**src/rtl/i2c_slave_rx_if.sv**
```systemverilog
// Bus-side and receive-side signals of the write-only I2C slave receiver.
// The master modport is the bus/consumer view, the slave modport the receiver view.
interface i2c_slave_rx_if;
    logic       scl;
    logic       sda_in;
    logic       sda_oe;
    logic [7:0] rx_data;
    logic       rx_valid;
    logic       addr_match;
    logic       bus_busy;

    modport master (
        output scl,
        output sda_in,
        input  sda_oe,
        input  rx_data,
        input  rx_valid,
        input  addr_match,
        input  bus_busy
    );

    modport slave (
        input  scl,
        input  sda_in,
        output sda_oe,
        output rx_data,
        output rx_valid,
        output addr_match,
        output bus_busy
    );
endinterface

```
**src/rtl/i2c_slave_rx.sv**
```systemverilog
// Write-only I2C slave: oversampled SCL/SDA, START/STOP detection, address match,
// ACK of address and data bytes, and a one-cycle strobe per received byte.
module i2c_slave_rx #(
    parameter logic [6:0] SLAVE_ADDR  = 7'h50,
    parameter int         SYNC_STAGES = 2
) (
    input  logic            clk,
    input  logic            reset,
    i2c_slave_rx_if.slave   bus
);

    typedef enum logic [2:0] {
        IDLE,
        ADDR,
        ADDR_ACK,
        DATA,
        DATA_ACK,
        IGNORE
    } state_t;

    state_t state, next_state;

    logic [SYNC_STAGES-1:0] scl_sync, sda_sync;
    logic       scl_d, sda_d;
    logic       scl_s, sda_s;
    logic       scl_rise, scl_fall, start_ev, stop_ev;

    logic [6:0] shift_q;
    logic [2:0] bit_cnt;
    logic       ack_drive;
    logic [7:0] rx_data_q;
    logic       rx_valid_q, addr_match_q, bus_busy_q;

    logic       sda_oe_c, shift_en, byte_done, ack_set, ack_done;

    // Synchronizers and history flops preset to the idle-bus level so reset release is event-free.
    always_ff @(posedge clk or negedge reset) begin
        if (!reset) begin
            scl_sync <= '1;
            sda_sync <= '1;
            scl_d    <= 1'b1;
            sda_d    <= 1'b1;
        end else begin
            scl_sync <= {scl_sync[SYNC_STAGES-2:0], bus.scl};
            sda_sync <= {sda_sync[SYNC_STAGES-2:0], bus.sda_in};
            scl_d    <= scl_s;
            sda_d    <= sda_s;
        end
    end

    assign scl_s    = scl_sync[SYNC_STAGES-1];
    assign sda_s    = sda_sync[SYNC_STAGES-1];
    assign scl_rise = scl_s & ~scl_d;
    assign scl_fall = ~scl_s & scl_d;
    assign start_ev = scl_s & scl_d & sda_d & ~sda_s;
    assign stop_ev  = scl_s & scl_d & ~sda_d & sda_s;

    always_ff @(posedge clk or negedge reset) begin
        if (!reset) state <= IDLE;
        else        state <= next_state;
    end

    // Bus conditions override bit-level progress in whatever state we are in.
    always_comb begin
        next_state = state;
        if (stop_ev) begin
            next_state = IDLE;
        end else if (start_ev) begin
            next_state = ADDR;
        end else begin
            case (state)
                IDLE:     next_state = IDLE;
                ADDR: begin
                    if (scl_rise && bit_cnt == 3'd7) begin
                        if (shift_q == SLAVE_ADDR && !sda_s) next_state = ADDR_ACK;
                        else                                  next_state = IGNORE;
                    end
                end
                ADDR_ACK: if (ack_done) next_state = DATA;
                DATA:     if (scl_rise && bit_cnt == 3'd7) next_state = DATA_ACK;
                DATA_ACK: if (ack_done) next_state = DATA;
                IGNORE:   next_state = IGNORE;
                default:  next_state = IDLE;
            endcase
        end
    end

    always_comb begin
        sda_oe_c  = ack_drive && (state == ADDR_ACK || state == DATA_ACK);
        shift_en  = 1'b0;
        byte_done = 1'b0;
        ack_set   = 1'b0;
        ack_done  = 1'b0;
        if (!start_ev && !stop_ev) begin
            shift_en  = scl_rise && (state == ADDR || state == DATA);
            byte_done = shift_en && bit_cnt == 3'd7 && state == DATA;
            ack_set   = scl_fall && !ack_drive && (state == ADDR_ACK || state == DATA_ACK);
            ack_done  = scl_fall &&  ack_drive && (state == ADDR_ACK || state == DATA_ACK);
        end
    end

    // ACK is driven from the SCL fall that ends bit 8 to the fall that ends bit 9.
    always_ff @(posedge clk or negedge reset) begin
        if (!reset) begin
            shift_q      <= '0;
            bit_cnt      <= '0;
            ack_drive    <= 1'b0;
            rx_data_q    <= 8'h00;
            rx_valid_q   <= 1'b0;
            addr_match_q <= 1'b0;
            bus_busy_q   <= 1'b0;
        end else begin
            rx_valid_q <= byte_done;
            if (stop_ev) begin
                bit_cnt      <= '0;
                ack_drive    <= 1'b0;
                addr_match_q <= 1'b0;
                bus_busy_q   <= 1'b0;
            end else if (start_ev) begin
                bit_cnt      <= '0;
                ack_drive    <= 1'b0;
                addr_match_q <= 1'b0;
                bus_busy_q   <= 1'b1;
            end else begin
                if (shift_en) begin
                    shift_q <= {shift_q[5:0], sda_s};
                    bit_cnt <= bit_cnt + 3'd1;
                end
                if (byte_done) rx_data_q <= {shift_q, sda_s};
                if (ack_set) begin
                    ack_drive <= 1'b1;
                    if (state == ADDR_ACK) addr_match_q <= 1'b1;
                end
                if (ack_done) ack_drive <= 1'b0;
            end
        end
    end

    assign bus.sda_oe     = sda_oe_c;
    assign bus.rx_data    = rx_data_q;
    assign bus.rx_valid   = rx_valid_q;
    assign bus.addr_match = addr_match_q;
    assign bus.bus_busy   = bus_busy_q;

endmodule

```
**src/flat_wrapper.sv**
```systemverilog
// flat-port wrapper written by rule: the top's interface ports become plain ports
module i2c_slave_rx_flat 
#(
    parameter logic [6:0] SLAVE_ADDR  = 7'h50,
    parameter int         SYNC_STAGES = 2
)
  (clk, reset, bus_scl, bus_sda_in, bus_sda_oe, bus_rx_data, bus_rx_valid, bus_addr_match, bus_bus_busy);
  i2c_slave_rx_if bus_i ();
  input  logic clk;
  input  logic reset;
  input wire logic [$bits(bus_i.scl)-1:0] bus_scl;
  input wire logic [$bits(bus_i.sda_in)-1:0] bus_sda_in;
  output wire logic [$bits(bus_i.sda_oe)-1:0] bus_sda_oe;
  output wire logic [$bits(bus_i.rx_data)-1:0] bus_rx_data;
  output wire logic [$bits(bus_i.rx_valid)-1:0] bus_rx_valid;
  output wire logic [$bits(bus_i.addr_match)-1:0] bus_addr_match;
  output wire logic [$bits(bus_i.bus_busy)-1:0] bus_bus_busy;
  assign bus_i.scl = bus_scl;
  assign bus_i.sda_in = bus_sda_in;
  assign bus_sda_oe = bus_i.sda_oe;
  assign bus_rx_data = bus_i.rx_data;
  assign bus_rx_valid = bus_i.rx_valid;
  assign bus_addr_match = bus_i.addr_match;
  assign bus_bus_busy = bus_i.bus_busy;
  i2c_slave_rx #(.SLAVE_ADDR(SLAVE_ADDR), .SYNC_STAGES(SYNC_STAGES)) u_core (.clk(clk), .reset(reset), .bus(bus_i));
endmodule
```
**config.mk**
```make
export PLATFORM = sky130hd
export DESIGN_NAME = i2c_slave_rx_flat
export DESIGN_NICKNAME = d
export VERILOG_FILES = /design/src/rtl/i2c_slave_rx_if.sv /design/src/rtl/i2c_slave_rx.sv /design/src/flat_wrapper.sv
export SDC_FILE = /design/constraint.sdc
export NUM_CORES = 1
export LEC_CHECK = 0
export CORE_MARGIN = 5
export CORE_UTILIZATION = 40
export CTS_BUF_LIST = sky130_fd_sc_hd__clkbuf_4 sky130_fd_sc_hd__clkbuf_8 sky130_fd_sc_hd__clkbuf_16
export DETAILED_ROUTE_END_ITERATION = 10
export PLACE_DENSITY = 0.64
export SLEW_MARGIN = 20
export SYNTH_ARGS = -nofsm -noshare
export SYNTH_HDL_FRONTEND = slang
export SYNTH_SLANG_ARGS = --single-unit
```
**constraint.sdc**
```tcl
create_clock -name clk -period 1.6 [get_ports clk]
set_input_delay 0.16 -clock clk [delete_from_list [all_inputs] [get_ports clk]]
set_output_delay 0.16 -clock clk [all_outputs]
set_load 0.005 [all_outputs]
```
Yosys cells after proc, flatten, opt, wreduce, memory -nomap -nowiden
Cells that the tools add are included.
- output and inout port bits: 12
- input bits: 4
- logic and storage cells: 87
- flip-flop bits (word level): 31
- multiplexer cells: 24
- bitwise operators: 13
- equality and inequality tests: 10
- reduce and logical (&&, ||, !) cells: 27
- add/sub/neg operators: 1
- operators with widths (cell ; number):
    $mux W3 ; 9
    $mux W1 ; 14
    $ne A4 B1 Y1 const B ; 3
    $pmux W3 S4 ; 1
    $logic_and A1 B1 Y1 ; 11
    $eq A3 B3 Y1 const B ; 3
    $reduce_and A3 Y1 ; 3
    $reduce_bool A3 Y1 ; 3
    $and A1 B1 Y1 ; 7
    $eq A7 B7 Y1 const B ; 1
    $eq A3 B2 Y1 const B ; 2
    $not A1 Y1 ; 6
    $logic_not A1 Y1 ; 4
    $reduce_bool A4 Y1 ; 1
    $add A3 B1 Y3 const B ; 1
    $eq A3 B1 Y1 const B ; 1
    $logic_or A1 B1 Y1 ; 2
    $reduce_and A2 Y1 ; 1
    $reduce_bool A2 Y1 ; 1
    $reduce_or A2 Y1 ; 1

Longest topological paths before layout
- word-level depth: 10
- depth in mapped cells: 6
- gate-level depth less buffers: 6

Worst setup path before layout
OpenSTA, ideal clock, no wires.
- path kind: register to register
- from: register u_core.scl_sync[1]
- to: register u_core.rx_data_q[0], in the netlist u_core.bus.rx_data[0]
- clock period less this slack: 1552 ps
- library setup time: 125 ps
- required time: 1475 ps
- arrival: 1427 ps
- path buffers: 1
- cell stages (with the launch flop): 5
- path slack: 48 ps
- cells stage by stage: dfstp_2 -> and4bb_4 -> and3_4 -> buf_6 -> mux2_4
- longest elaborated chain between the ends: 7
- elaborated cells between the ends (all ways): 16
- classes of those cells: mux (1); bitwise (8); reduce/logical (7)
- RTL lines (item ; line ; source):
    from (decl) ; i2c_slave_rx.sv:23 ; logic [SYNC_STAGES-1:0] scl_sync, sda_sync;
    from (signal assigned) ; i2c_slave_rx.sv:44 ; scl_sync <= {scl_sync[SYNC_STAGES-2:0], bus.scl};
    $and A1 B1 Y1 ; i2c_slave_rx.sv:55, i2c_slave_rx.sv:56 ;
    $and A1 B1 Y1, on equally long branches (2 in a row) ; i2c_slave_rx.sv:55, i2c_slave_rx.sv:56 ;
    $logic_not A1 Y1 ; i2c_slave_rx.sv:94 ; if (!start_ev && !stop_ev) begin
    $logic_and A1 B1 Y1 ; i2c_slave_rx.sv:94 ;
    $mux W1 (*) ; i2c_slave_rx.sv:94 ;
    net u_core.byte_done ; i2c_slave_rx.sv:34 ; logic sda_oe_c, shift_en, byte_done, ack_set, ack_done;
    $reduce_and A3 Y1 (no line) (*) ; n/a ;
    to (signal assigned) ; i2c_slave_rx.sv:129 ; if (byte_done) rx_data_q <= {shift_q, sda_s};
    to (decl) ; i2c_slave_rx.sv:31 ; logic [7:0] rx_data_q;
The timed path passes the listed nets; every way through them passes the cells marked *.
A chain may end at the register's enable or synchronous reset.

Final worst setup path
- from: register u_core.state[2]
- to: register u_core.rx_data_q[0], in the netlist u_core.bus.rx_data[0]
- longest elaborated chain between the ends: 7
- elaborated cells between the ends (all ways): 8
- classes of those cells: eq/ne (2); mux (1); reduce/logical (5)
- RTL lines (item ; line ; source):
    from (decl) ; i2c_slave_rx.sv:21 ; state_t state, next_state;
    from (signal assigned) ; i2c_slave_rx.sv:60 ; else state <= next_state;
    $eq A3 B1 Y1 / $eq A3 B2 Y1 (equally long branches) ; i2c_slave_rx.sv:95, i2c_slave_rx.sv:96 ;
    $logic_or A1 B1 Y1 ; i2c_slave_rx.sv:95 ; shift_en = scl_rise && (state == ADDR || state == DATA);
    $logic_and A1 B1 Y1 ; i2c_slave_rx.sv:95 ;
    $logic_and A1 B1 Y1 ; i2c_slave_rx.sv:96 ; byte_done = shift_en && bit_cnt == 3'd7 && state == DATA;
    $logic_and A1 B1 Y1 (*) ; i2c_slave_rx.sv:96 ;
    $mux W1 (*) ; i2c_slave_rx.sv:94 ;
    $reduce_and A3 Y1 (no line) (*) ; n/a ;
Every way passes the cells marked *; elsewhere a longest branch is shown, timed or not.

==> results.py <==
metrics = {
    "power": {
        "cellLeakagePower_nw": 0.7796,
        "power_density_nw_per_um2": 1354,
        "irDropWorstVdd_mv": 0.6987,
    },
    "route": {
        "antenna_left": 0,
        "wl_um": 2781,
        "dr.pass1.iters": 4,
        "num_vias": 914,
        "avgRoutedWirePerCell_um": 15.20,
        "via_per_inst": 4.995,
        "drc_errors": 0,
        "drtIter0Drc": 34,
    },
    "timing": {
        "slew_viol_final": 0,
        "setup_viol": 0,
        "rsz0062_at_grt": "true",
        "worst_pin_slew_ns": 0.3798,
        "fin_crit_sh_pct": 97.87,
        "whs_ns": 0.2038,
        "timing.slew.headroom_pct": 74.68,
        "hold_viol_final": 0,
        "clock.fmax_mhz": 638.6,
        "skew_ns": 0.01260,
        "layout_setup_ws_ns": 0.03404,
        "period_minus_slack_ns": 1.566,
    },
    "cts": {
        "clock-sinks": 31,
        "hold_buffers": 0,
        "cts.path.max_buffers": 2,
        "clkSlewWorstSetupHoldPaths_ns": 0.10,
        "htree_levels": 2,
        "clock_latency_ns": 0.34,
        "cts_tree": "yes",
        "cts_buffers": 5,
        "root_buffer": "clkbuf_4",
    },
    "grt": {
        "grt_max_degree": 32,
        "grt-ovfl-total": 0,
        "antenna_found_initial": 0,
        "grt_pass1_vias": 959,
        "grt_pass1_wl_um": 4533,
        "gr-usage-all-layers_pct": 12.45,
    },
    "status": {
        "status": "finished clean",
    },
    "final_layout": {
        "final_layout_size_suffix_gt1_share_pct": 36.50,
        "final_cells": 183,
        "fillerInstances": 298,
        "n_antenna_cell": 0,
        "area_growth_pct": 24.38,
        "nets": 142,
    },
    "placed_design": {
        "place_hpwl_um": 1835,
        "pre_cts_ws_ns": 0.02100,
        "port_buffers": 15,
        "gp_routability_congestion": 0.8496,
        "placed_cells": 171,
    },
    "synth": {
        "synth_fp_nets": 111,
        "yosys_warnings": 0,
        "ys_seq_elements": 31,
        "synth.distinct_cells": 35,
        "netlist_area_um2": 1411,
        "syn_inst": 105,
        "syn_avg_cell_area_um2": 13.44,
        "synth-edff-count": 0,
        "synth_ff_type": "dfrtp_1",
        "ys_seq_area_share_pct": 55.50,
        "async_reset_ff_share_pct": 100.0,
    },
    "die": {
        "die_h_um": 69.40,
        "die_area_um2": 4816,
        "dieWidth_um": 69.40,
        "initial_core_util_pct": 41.64,
        "core_um2": 3390,
        "ios": 16,
        "num_rows": 21,
    },
    "worst_setup_path": {
        "worst-path-max-fanout": 5,
        "arrival_ns": 1.78,
        "reg2reg_from": "u_core.state[2]",
        "crit_path_end_kind": "flop",
        "worst_ep_required_time_ns": 1.82,
        "path_class": "flop to flop",
        "start_kind": "flop",
        "rr_worst_depth": 4,
        "r2r_slack_ns": 0.03,
        "r2r_end": "u_core.bus.rx_data[0]",
    },
    "worst_hold_path": {
        "min_path_type": "input pin to asynchronous set/reset pin",
    },
    "flow_run": {
        "max_cap_violations": 0,
    },
}
==> cell usage after synthesis (all sizes together) (3+ instances only) <==
cell type / instances / area share (%)
o21ai: 9 / 3.2
dfrtp: 25 / 44
mux2: 15 / 14
buf: 4 / 2.5
a31oi: 3 / 1.3
nor2b: 3 / 1.3
nand2: 6 / 1.6
dfstp: 6 / 11
==> through the flow <==
stage                     cell area [um^2]  setup TNS [ns]  power, mW  utilization (%)
after CTS                             1729               0      2.343            51.02
after detailed placement              1652               0      1.813            48.73
final                                 1755               0      2.376            51.79
after global routing                  1755        -0.05446      2.542            51.79
after floorplan                       1411               0      1.588                -
after global placement                1652               0      1.773            48.73
==> flip-flops by register name, summed over array words and instances (netlist names), 2 cells and up <==
| signal | flops |
|---|---|
| u_core.bit_cnt | 3 |
| u_core.sda_sync | 2 |
| u_core.bus.rx_data | 8 |
| u_core.scl_sync | 2 |
| u_core.state | 3 |
| u_core.shift_q | 7 |
==> critical path, stage by stage (launching register included) <==
cell and delay [ns]:
dfrtp_1 0.43, buf_6 0.14, and4bb_4 0.31, and3_4 0.26
mux2_4 0.31
==> worst max path at each step <==
| stage | startpoint | endpoint | slack [ns] |
|---|---|---|---|
| after global routing | u_core.state[2] | u_core.bus.rx_data[0] | -0.01 |
| after detailed placement | u_core.bit_cnt[0] | u_core.state[2] | 0.02 |
| after global placement | u_core.bit_cnt[0] | u_core.state[2] | 0.05 |
| final | u_core.state[2] | u_core.bus.rx_data[0] | 0.03 |
| after floorplan | u_core.scl_sync[1] | u_core.bus.rx_data[0] | 0.05 |
| after CTS | u_core.state[2] | u_core.bus.rx_data[0] | 0.004 |
==> cells in the final DEF, fill, tap and decap left out, types with 2 or more instances in the layout <==
master	netlist	final
dfrtp_1	25	25
clkdlybuf4s50_1	0	14
buf_4	1	11
mux2_4	8	8
o21ai_0	9	8
clkbuf_4	0	8
mux2_2	7	7
nand2_1	6	6
dfstp_2	6	6
a31oi_1	3	3
nor2b_1	3	3
nor3b_1	2	2
nor2_1	2	2
a21boi_0	2	2
inv_1	2	2
nor4_1	2	2
nand2b_1	2	2
xor2_1	2	2
ha_2	0	2
==> cell families (layout without fill, tap and decap cells) <==
logic type / after synthesis / in the layout / synth area share (%)
AOI/OAI and AO/OA: 21 / 21 / 11.08
xor gates and xnor gates: 3 / 3 / 2.394
adders and majority gates: 2 / 2 / 1.773
buffers and inverters: 6 / 37 / 3.014
DFF: 31 / 31 / 55.50
muxes: 15 / 15 / 14.10
and+or+nand+nor: 27 / 28 / 12.15
==> power by group <==
group | switching (mW) | total [mW] | internal [mW]
Combinational | 0.324 | 0.761 | 0.437
Clock | 0.263 | 0.489 | 0.226
Sequential | 0.171 | 1.13 | 0.955
Total | 0.758 | 2.38 | 1.62
==> layout make-up <==
type | instances | area [um^2] | share of cell area (%)
Clock buffer | 8 | 60.06 | 3.421
Inverter | 2 | 7.507 | 0.4277
Multi-Input combinational cell | 69 | 604.3 | 34.43
Sequential cell | 31 | 783.3 | 44.62
Tap cell | 46 | 57.56 | 3.279
Timing Repair Buffer | 27 | 242.7 | 13.83
==> layer usage <==
layer  vias up  GRT usage [%]  wire, um
li1        444              -         -
met1       449          14.83      1258
met2        16          18.75      1320
met3         5          6.087       148
met4         0          5.857        53
met5         -              0         0
==> repair_timing <==
action / CTS / global route
endpoints found under the setup margin: 1 / 13
gates cloned: 0 / 1
resized for setup: 2 / 5
buffers inserted: 2 / 1
pin swaps: 1 / 1
Power figures use the tool's default switching activity.
